**src/rtl/usr_pkg.sv**
```systemverilog
// Shared definitions for the universal shift register: operation codes,
// controller state encoding and the helper that classifies multi-step ops.
package usr_pkg;

  localparam logic [2:0] MODE_HOLD = 3'b000;
  localparam logic [2:0] MODE_LOAD = 3'b001;
  localparam logic [2:0] MODE_SHL  = 3'b010;
  localparam logic [2:0] MODE_SHR  = 3'b011;
  localparam logic [2:0] MODE_ROL  = 3'b100;
  localparam logic [2:0] MODE_ROR  = 3'b101;
  localparam logic [2:0] MODE_INC  = 3'b110;
  localparam logic [2:0] MODE_DEC  = 3'b111;

  typedef enum logic {
    S_IDLE = 1'b0,
    S_RUN  = 1'b1
  } usr_state_e;

  // Shifts and rotates are the only operations a START can repeat SHAMT times.
  function automatic logic is_multi_step(input logic [2:0] mode);
    return (mode >= MODE_SHL) && (mode <= MODE_ROR);
  endfunction

endpackage

```
**src/rtl/usr_step_unit.sv**
```systemverilog
// One step of the register datapath: next Q and next serial-out bit for a
// given operation. Purely combinational; the top level decides when a step
// is committed and which operation code (live MODE or latched op) drives it.
module usr_step_unit
  import usr_pkg::*;
#(
  parameter int WIDTH = 8
) (
  input  logic [WIDTH-1:0] q,
  input  logic [2:0]       mode,
  input  logic             sin,
  input  logic [WIDTH-1:0] d,
  output logic [WIDTH-1:0] q_nxt,
  output logic             sout_nxt,
  output logic             sout_upd
);

  localparam logic [WIDTH-1:0] ONE = WIDTH'(1);

  // Select the next register value; sout_upd flags ops that move a bit out.
  always_comb begin
    q_nxt    = q;
    sout_nxt = 1'b0;
    sout_upd = 1'b0;
    case (mode)
      MODE_HOLD: q_nxt = q;
      MODE_LOAD: q_nxt = d;
      MODE_SHL: begin
        q_nxt    = {q[WIDTH-2:0], sin};
        sout_nxt = q[WIDTH-1];
        sout_upd = 1'b1;
      end
      MODE_SHR: begin
        q_nxt    = {sin, q[WIDTH-1:1]};
        sout_nxt = q[0];
        sout_upd = 1'b1;
      end
      MODE_ROL: begin
        q_nxt    = {q[WIDTH-2:0], q[WIDTH-1]};
        sout_nxt = q[WIDTH-1];
        sout_upd = 1'b1;
      end
      MODE_ROR: begin
        q_nxt    = {q[0], q[WIDTH-1:1]};
        sout_nxt = q[0];
        sout_upd = 1'b1;
      end
      MODE_INC: q_nxt = q + ONE;
      MODE_DEC: q_nxt = q - ONE;
      default:  q_nxt = q;
    endcase
  end

endmodule

```
**src/rtl/universal_shift_register.sv**
```systemverilog
// Universal shift register: WIDTH-bit register with clock enable, eight
// operations (hold/load/shift/rotate/count) and a START/SHAMT command that
// repeats a shift or rotate over several enabled clocks with BUSY/DONE.
// Optional build macro USR_PARITY_EN adds a registered even-parity output
// PARITY tracking Q; without it the port does not exist.
module universal_shift_register
  import usr_pkg::*;
#(
  parameter int               WIDTH       = 8,
  parameter logic [WIDTH-1:0] RESET_VALUE = '0,
  parameter int               CNT_W       = $clog2(WIDTH) + 1
) (
  input  logic             CLK,
  input  logic             RST_N,
  input  logic             EN,
  input  logic [2:0]       MODE,
  input  logic [WIDTH-1:0] D,
  input  logic             SIN,
  input  logic             START,
  input  logic [CNT_W-1:0] SHAMT,
  output logic [WIDTH-1:0] Q,
  output logic             SOUT,
  output logic             BUSY,
  output logic             DONE
`ifdef USR_PARITY_EN
  ,
  output logic             PARITY
`endif
);

  localparam logic [CNT_W-1:0] CNT_ONE = CNT_W'(1);

  usr_state_e       state_q, state_d;
  logic [CNT_W-1:0] cnt_q, cnt_d;
  logic [2:0]       op_q, op_d;
  logic [WIDTH-1:0] q_q, q_d;
  logic             sout_q, sout_d;
  logic             done_q, done_d;

  logic [2:0]       step_mode;
  logic [WIDTH-1:0] step_q;
  logic             step_sout;
  logic             step_sout_upd;
  logic [CNT_W-1:0] shamt_m1;

  // While a command runs the latched op drives the datapath, so MODE is ignored.
  assign step_mode = (state_q == S_RUN) ? op_q : MODE;
  assign shamt_m1  = SHAMT - CNT_ONE;

  usr_step_unit #(
    .WIDTH (WIDTH)
  ) u_step (
    .q        (q_q),
    .mode     (step_mode),
    .sin      (SIN),
    .d        (D),
    .q_nxt    (step_q),
    .sout_nxt (step_sout),
    .sout_upd (step_sout_upd)
  );

  // Next-state logic: free-running ops, command launch and RUN stepping.
  // DONE defaults low every clock, so a pulse lasts one cycle even with EN=0.
  always_comb begin
    state_d = state_q;
    cnt_d   = cnt_q;
    op_d    = op_q;
    q_d     = q_q;
    sout_d  = sout_q;
    done_d  = 1'b0;
    if (EN) begin
      case (state_q)
        S_IDLE: begin
          if (START && is_multi_step(MODE)) begin
            if (SHAMT == '0) begin
              done_d = 1'b1;
            end else begin
              q_d  = step_q;
              if (step_sout_upd) sout_d = step_sout;
              op_d  = MODE;
              cnt_d = shamt_m1;
              if (shamt_m1 != '0) begin
                state_d = S_RUN;
              end else begin
                done_d = 1'b1;
              end
            end
          end else begin
            // Plain operation; a START on a single-step op just completes at once.
            q_d = step_q;
            if (step_sout_upd) sout_d = step_sout;
            done_d = START;
          end
        end
        S_RUN: begin
          q_d = step_q;
          if (step_sout_upd) sout_d = step_sout;
          cnt_d = cnt_q - CNT_ONE;
          if (cnt_q == CNT_ONE) begin
            state_d = S_IDLE;
            done_d  = 1'b1;
          end
        end
        default: begin
          state_d = S_IDLE;
        end
      endcase
    end
  end

  // Register bank; reset aborts any command in flight without a DONE.
  always_ff @(posedge CLK or negedge RST_N) begin
    if (!RST_N) begin
      state_q <= S_IDLE;
      cnt_q   <= '0;
      op_q    <= MODE_HOLD;
      q_q     <= RESET_VALUE;
      sout_q  <= 1'b0;
      done_q  <= 1'b0;
    end else begin
      state_q <= state_d;
      cnt_q   <= cnt_d;
      op_q    <= op_d;
      q_q     <= q_d;
      sout_q  <= sout_d;
      done_q  <= done_d;
    end
  end

  assign Q    = q_q;
  assign SOUT = sout_q;
  assign BUSY = (state_q == S_RUN);
  assign DONE = done_q;

`ifdef USR_PARITY_EN
  logic parity_q, parity_d;

  assign parity_d = ^q_d;

  // Parity follows the value Q takes on the same edge.
  always_ff @(posedge CLK or negedge RST_N) begin
    if (!RST_N) begin
      parity_q <= ^RESET_VALUE;
    end else begin
      parity_q <= parity_d;
    end
  end

  assign PARITY = parity_q;
`endif

endmodule

```
**config.mk**
```make
export PLATFORM = sky130hd
export DESIGN_NAME = universal_shift_register
export DESIGN_NICKNAME = d
export VERILOG_FILES = /design/src/rtl/usr_pkg.sv /design/src/rtl/usr_step_unit.sv /design/src/rtl/universal_shift_register.sv
export SDC_FILE = /design/constraint.sdc
export NUM_CORES = 1
export LEC_CHECK = 0
export CAP_MARGIN = 20
export CORE_ASPECT_RATIO = 0.6
export CORE_UTILIZATION = 40
export DETAILED_ROUTE_END_ITERATION = 7
export PLACE_DENSITY = 0.74
export SYNTH_ARGS = -nofsm -noshare
export SYNTH_HDL_FRONTEND = slang
export SYNTH_SLANG_ARGS = --single-unit
```
**constraint.sdc**
```tcl
create_clock -name CLK -period 4.2 [get_ports CLK]
set_input_delay 0.42 -clock CLK [delete_from_list [all_inputs] [get_ports CLK]]
set_output_delay 0.42 -clock CLK [all_outputs]
set_load 0.1 [all_outputs]
```
# Yosys cells after proc, flatten, opt, wreduce, memory -nomap -nowiden
# Cells that the tools add are included.
dict set report classes {
  muxes 25
  add_sub_neg 4
  n_bitwise 2
  n_reduce_logical 11
  order_cmp 2
  eq_ne 11
}
# cell count
set ops {}
lappend ops {{8-bit one-hot mux with 8 select lines} 1}
lappend ops {{8-bit 2-to-1 mux} 2}
lappend ops {{8-bit one-hot mux with 2 select lines} 1}
lappend ops {{1-bit 2-to-1 mux} 13}
lappend ops {{3-bit == test, second input constant} 4}
lappend ops {{8-bit by 1-bit adder with 8-bit output, second input constant} 1}
lappend ops {{4-bit 2-to-1 mux} 2}
lappend ops {{1-bit one-hot mux with 2 select lines} 4}
lappend ops {{4-bit one-hot mux with 2 select lines} 1}
lappend ops {{4-bit by 1-bit subtractor with 4-bit output, second input constant} 2}
lappend ops {{8-bit by 1-bit subtractor with 8-bit output, second input constant} 1}
lappend ops {{3-bit by 2-bit == test with 1-bit output, second input constant} 2}
lappend ops {{4-bit by 1-bit == test with 1-bit output, second input constant} 1}
lappend ops {{4-bit logical NOT} 1}
lappend ops {{2-bit inequality test, second input constant} 2}
lappend ops {{4-bit AND reduction} 1}
lappend ops {{4-bit nonzero test} 1}
lappend ops {{2-bit OR reduction} 2}
lappend ops {{4-bit OR reduction} 1}
lappend ops {{3-bit by 1-bit == test with 1-bit output, second input constant} 1}
lappend ops {{3-bit by 2-bit >= comparator with 1-bit output, second input constant} 1}
lappend ops {{3-bit <= comparator, second input constant} 1}
lappend ops {{3-bit logical NOT} 1}
lappend ops {{3-bit 2-to-1 mux} 1}
lappend ops {{5 further kinds} 7}
dict set report totals {
  in_bits 20
  out_inout_bits 11
  elab_cells 61
  regBits 18
}

# Longest topological paths before layout
dict set report depth {
  word_depth 8
  mapped_depth 11
  ltp_nobuf 9
}

# Cells and area by module
# A second synthesis with hierarchy kept.
dict set report unflattened {
  cells_unflattened 212
  area_unflattened_um2 1828.0
}
# mod instances cells_per_inst area_each_um2
set by_module_without_submodules {}
lappend by_module_without_submodules {universal_shift_register 1 92 1048.5}
lappend by_module_without_submodules {usr_step_unit 1 120 779.5}

# Worst setup path before layout
# Ideal clock, no wire load.
dict set report synth_timing {
  path_kind {register to register}
  startpoint {reg state_q, in the netlist BUSY}
  endpoint {reg q_q[6], in the netlist Q[6]}
  path_buffers 2
  setup_slack_ns 0.990
  period_less_slack_ns 3.210
  arrival_time_ns 3.085
  path_stages_with_launch 12
  path_cell_list {dfrtp_1 -> buf_6 -> nand3_1 -> o21a_1 -> nor2_1 -> ha_1 -> clkbuf_1 -> a21o_1 -> a221oi_1 -> nor3_1 -> o32ai_2 -> o21ai_1}
}
dict set report synth_via {
  elab_chain_cells 6
  elab_cells_between_ends 16
}
# item line_no
set synth_rtl {}
lappend synth_rtl {{start, declared} universal_shift_register.sv:33} ;# usr_state_e state_q, state_d;
lappend synth_rtl {{start signal, assigned} universal_shift_register.sv:121} ;# state_q <= state_d;
lappend synth_rtl {{3-bit 2-to-1 mux} universal_shift_register.sv:47} ;# assign step_mode = (state_q == S_RUN) ? op_q : MODE;
lappend synth_rtl {{3-bit == test (tied with other cells)} usr_step_unit.sv:25} ;# case (mode)
lappend synth_rtl {{8-bit one-hot mux with 8 select lines} usr_step_unit.sv:25}
lappend synth_rtl {{8-bit 2-to-1 mux} universal_shift_register.sv:75} ;# if (SHAMT == '0) begin
lappend synth_rtl {{8-bit 2-to-1 mux} universal_shift_register.sv:74} ;# if (START && is_multi_step(MODE)) begin
lappend synth_rtl {{8-bit one-hot mux with 2 select lines} universal_shift_register.sv:72} ;# case (state_q)
lappend synth_rtl {{end signal, assigned} universal_shift_register.sv:124} ;# q_q <= q_d;
lappend synth_rtl {{end, declared} universal_shift_register.sv:36} ;# logic [WIDTH-1:0] q_q, q_d;
# Several ways; a longest one is shown, not always the timed one. The select of a mux whose other input is x is not followed.
# A chain may end at the register's enable or synchronous reset.

# Final worst setup path
dict set report layout_timing {
  startpoint {in MODE[1]}
  endpoint {reg q_q[6], in the netlist Q[6]}
}
dict set report layout_via {
  elab_chain_cells 6
  elab_cells_between_ends 19
}
# item line_no
set layout_rtl {}
lappend layout_rtl {{start, declared} universal_shift_register.sv:16} ;# input logic [2:0] MODE,
lappend layout_rtl {{3-bit 2-to-1 mux} universal_shift_register.sv:47}
lappend layout_rtl {{3-bit == test (tied with other cells)} usr_step_unit.sv:25}
lappend layout_rtl {{8-bit one-hot mux with 8 select lines} usr_step_unit.sv:25}
lappend layout_rtl {{8-bit 2-to-1 mux} universal_shift_register.sv:75}
lappend layout_rtl {{8-bit 2-to-1 mux} universal_shift_register.sv:74}
lappend layout_rtl {{8-bit one-hot mux with 2 select lines} universal_shift_register.sv:72}
# Several ways; a longest one is shown, not always the timed one. The select of a mux whose other input is x is not followed.

==> results.md <==
- Placer congestion estimate: 1.01
- Cell family with most CP delay: compound AO/OA/AOI/OAI gates
- Critical path buffer and inverter count: 1
- Mux cell area share after synthesis: 9.35%
- Dominant cells by area after synthesis: dfrtp_1 27%, ha_1 7.5%, mux2_4 3.6%, nand2_1 3.4%, a21oi_1 3.0%
- CTS Buf Count: 3
- Status: complete, no violations
- DIE WIDTH: 85.1 um
- Fin. Hold Viols: 0
- Synth Area in Compound Gates: 24.7%
- Clock Skews: 0.00130 ns
- Worst reg2reg path depth: 9
- Count of final setup violators: 0
- Hold-fix buffers at CTS: 0
- Min-delay src: SOUT
- Crit path depth: 10
- DIE AREA: 4420 sq um
- Yosys cell types: 51
- CTS tree: built
- Post-synthesis xor/xnor area fraction: 4.75%
- Main combinational cell family by area after synthesis: compound AO/OA/AOI/OAI gates
- Kind of critical path: input port to register
- Critical path capture point type: register
- Hold crit path type: register to register
- Cts repair resizes: 0
- Ys async rst share: 100%
- Max Transition Viols Final: 0
- Synth Register Bits: 18
- Sequential-to-total area share from yosys stat: 27.1%
- Power Dens Cells: 918 nW/um^2
- Max_cap viols: 0
- Largest net degree at the start of global routing: 19
- Post-Synth Adder-Cell Area: 11.5%
- Synth Area per Inst: 8.97 sq um
- Clock Latency Late Sink: 0.26 ns
- Maximum VDD drop: 0.439 mV
- Ys flop type: dfrtp_1
- Actual slew at the worst max-slew pin: 0.976 ns
- Synth Area in Simple Gates: 18.2%
- Initial Utilization: 43.6%
- H-tree depth: 1
- EDFF count, synth: 0
- Clock sinks: 18
- Fraction of layout cells with a size suffix above 1: 10.7%
- Crit Reg-Reg Startpoint: BUSY
- Final Util: 53.8%
- Fill cells: 338
- Root Driver: clkbuf_8
- Crit path cell chain: clkdlybuf4s50_1, nand2_1, o21a_1, nor2_1, ha_1, a21o_1, a221oi_1, nor3_1, o32ai_2, o21ai_1
- Grt total ovfl: 0
- Synth top area share: 27.1%
- Setup bufs post-CTS: 0
- Clock-pin transition on the worst setup and hold timing paths: 0.07 ns
- Ys Warns: 0
- Crit path largest cell delay: 0.70 ns
- Leak: 0.000875 uW
- Placement Rows: 17
- Slowest-stage cell, CP: clkdlybuf4s50_1
- Global-route wire length before repair: 7270 um
- Vias post-DR: 1562
- Antenna viol nets, final: 0
- Final worst path period share: 79.7%
- RSZ-0062 raised after global routing: false
- Area grow syn2layout: 23.5%
- Total Nets Final: 246
- Area taken by multi-input logic gates: 1130 sq um
- DP HPWL: 3270 um
- TritonRoute pass-1 iters: 4
- All-Layer GR Usage: 21.4%
- Crit start category: input port
- Setup TNS: 0 ns
- Most area-hungry cell type in the Yosys netlist: dfrtp_1
- Synth Net Count: 216
- Synthesized area: 1660 sq um
- Drt first-iter violations: 139
- Routed wire per std cell: 16.4 um
- Io pins: 31
- Required time of the critical path: 4.35 ns
- Number of global-route vias before repair: 1432
- Mapped Cells: 185
- Clock period minus worst slack: 3.35 ns
- Input/output buffers: 30
- Initial antenna violation count: 0
- Die H: 51.9 um
- Arrival time worst endpoint: 3.50 ns
- Worst R2R Setup Slack: 1.08 ns
- Wirelength, routed: 4270 um
- CP max FO: 9
- Fmax: 299 MHz
- Sequential cell area: 450 sq um
- Rel. slew slack: 34.7%
- Hold-critical path depth: 2
- Core Region: 3810 sq um
- DRC Markers: 0
- DR vias/cell: 5.98
- Post-layout total power: 1880 uW
- Worst Setup SP: MODE[1]
- CTS Buffer Depth: 2
- N_diodes: 0
cells by family after synthesis:
group                    Yosys count
buffers and inverters             14
adder cells (fa/ha/maj)           15
multiplexers                      12
flip-flops                        18
AND/OR/NAND/NOR                   59
AO/OA/AOI/OAI                     58
XOR/XNOR                           9
worst paths after layout:
path / end
worst max-delay path: Q[6]
worst min-delay path: SOUT
worst max register to register: Q[6]
worst min register to register: SOUT
max in group asynchronous: Q[7]
min in group asynchronous: DONE
layout make-up:
type	count	area share (%)
Tap cell	47	2.87
Sequential cell	18	22.0
Inverter	5	0.916
Clock buffer	4	2.69
Timing Repair Buffer	34	16.1
Multi-Input combinational cell	153	55.4
Yosys cell counts, types with 5 or more instances:
master and number:
dfrtp_1 18, nand2_1 15, nor2_1 11, a21oi_1 10, ha_1 10, nor3_1 10
nand3_1 8, o21ai_0 7, o22ai_1 6, a21o_1 5, buf_2 5, mux2i_1 5
xor2_1 5
where the power goes:
part	switching (uW)	internal, uW	leakage, uW
clock	63.8	83.5	0.0000288
combinational	818	506	0.000627
sequential	152	258	0.000220
state kept, by name, summed over array words and instances (netlist names):
register and flops:
cnt_q 4, Q 8, DONE 1, SOUT 1, BUSY 1, op_q 3
worst min-delay path: cells and delay by family, from the launching register on:
family | cells | cell delay, ns
AO/OA/AOI/OAI | 2 | 0.19
flip-flops | 1 | 0.35
per-layer routing:
metal | wire length, um | global-route usage, % | up-vias
met4 | 4 | 2.54 | 0
met1 | 2340 | 34.9 | 726
met3 | 348 | 4.60 | 2
met2 | 1580 | 28.4 | 66
met5 | 0 | 0 | -
li1 | - | - | 768
through the flow:
stage,worst slack [ns],cell area (sq um),instances,hold WS [ns]
4_1_cts,0.929,2050,261,0.593
3_3_place_gp,0.813,1990,257,0.571
3_5_place_dp,0.656,1990,257,0.577
2_1_floorplan,0.990,1660,185,0.124
6_report,0.851,2050,261,0.589
5_1_grt,0.656,2050,261,0.625
layout by cell type, fill, tap and decap left out, types with 5 or more instances in the layout:
cell and n:
ha_1 10, o21ai_0 7, mux2i_1 5, a21oi_1 10
dfrtp_1 18, o22ai_1 6, a21o_1 5, nor3_1 10
nand2_1 15, clkdlybuf4s50_1 30, nor2_1 11, nand3_1 8
xor2_1 5
Power figures use the tool's default switching activity.
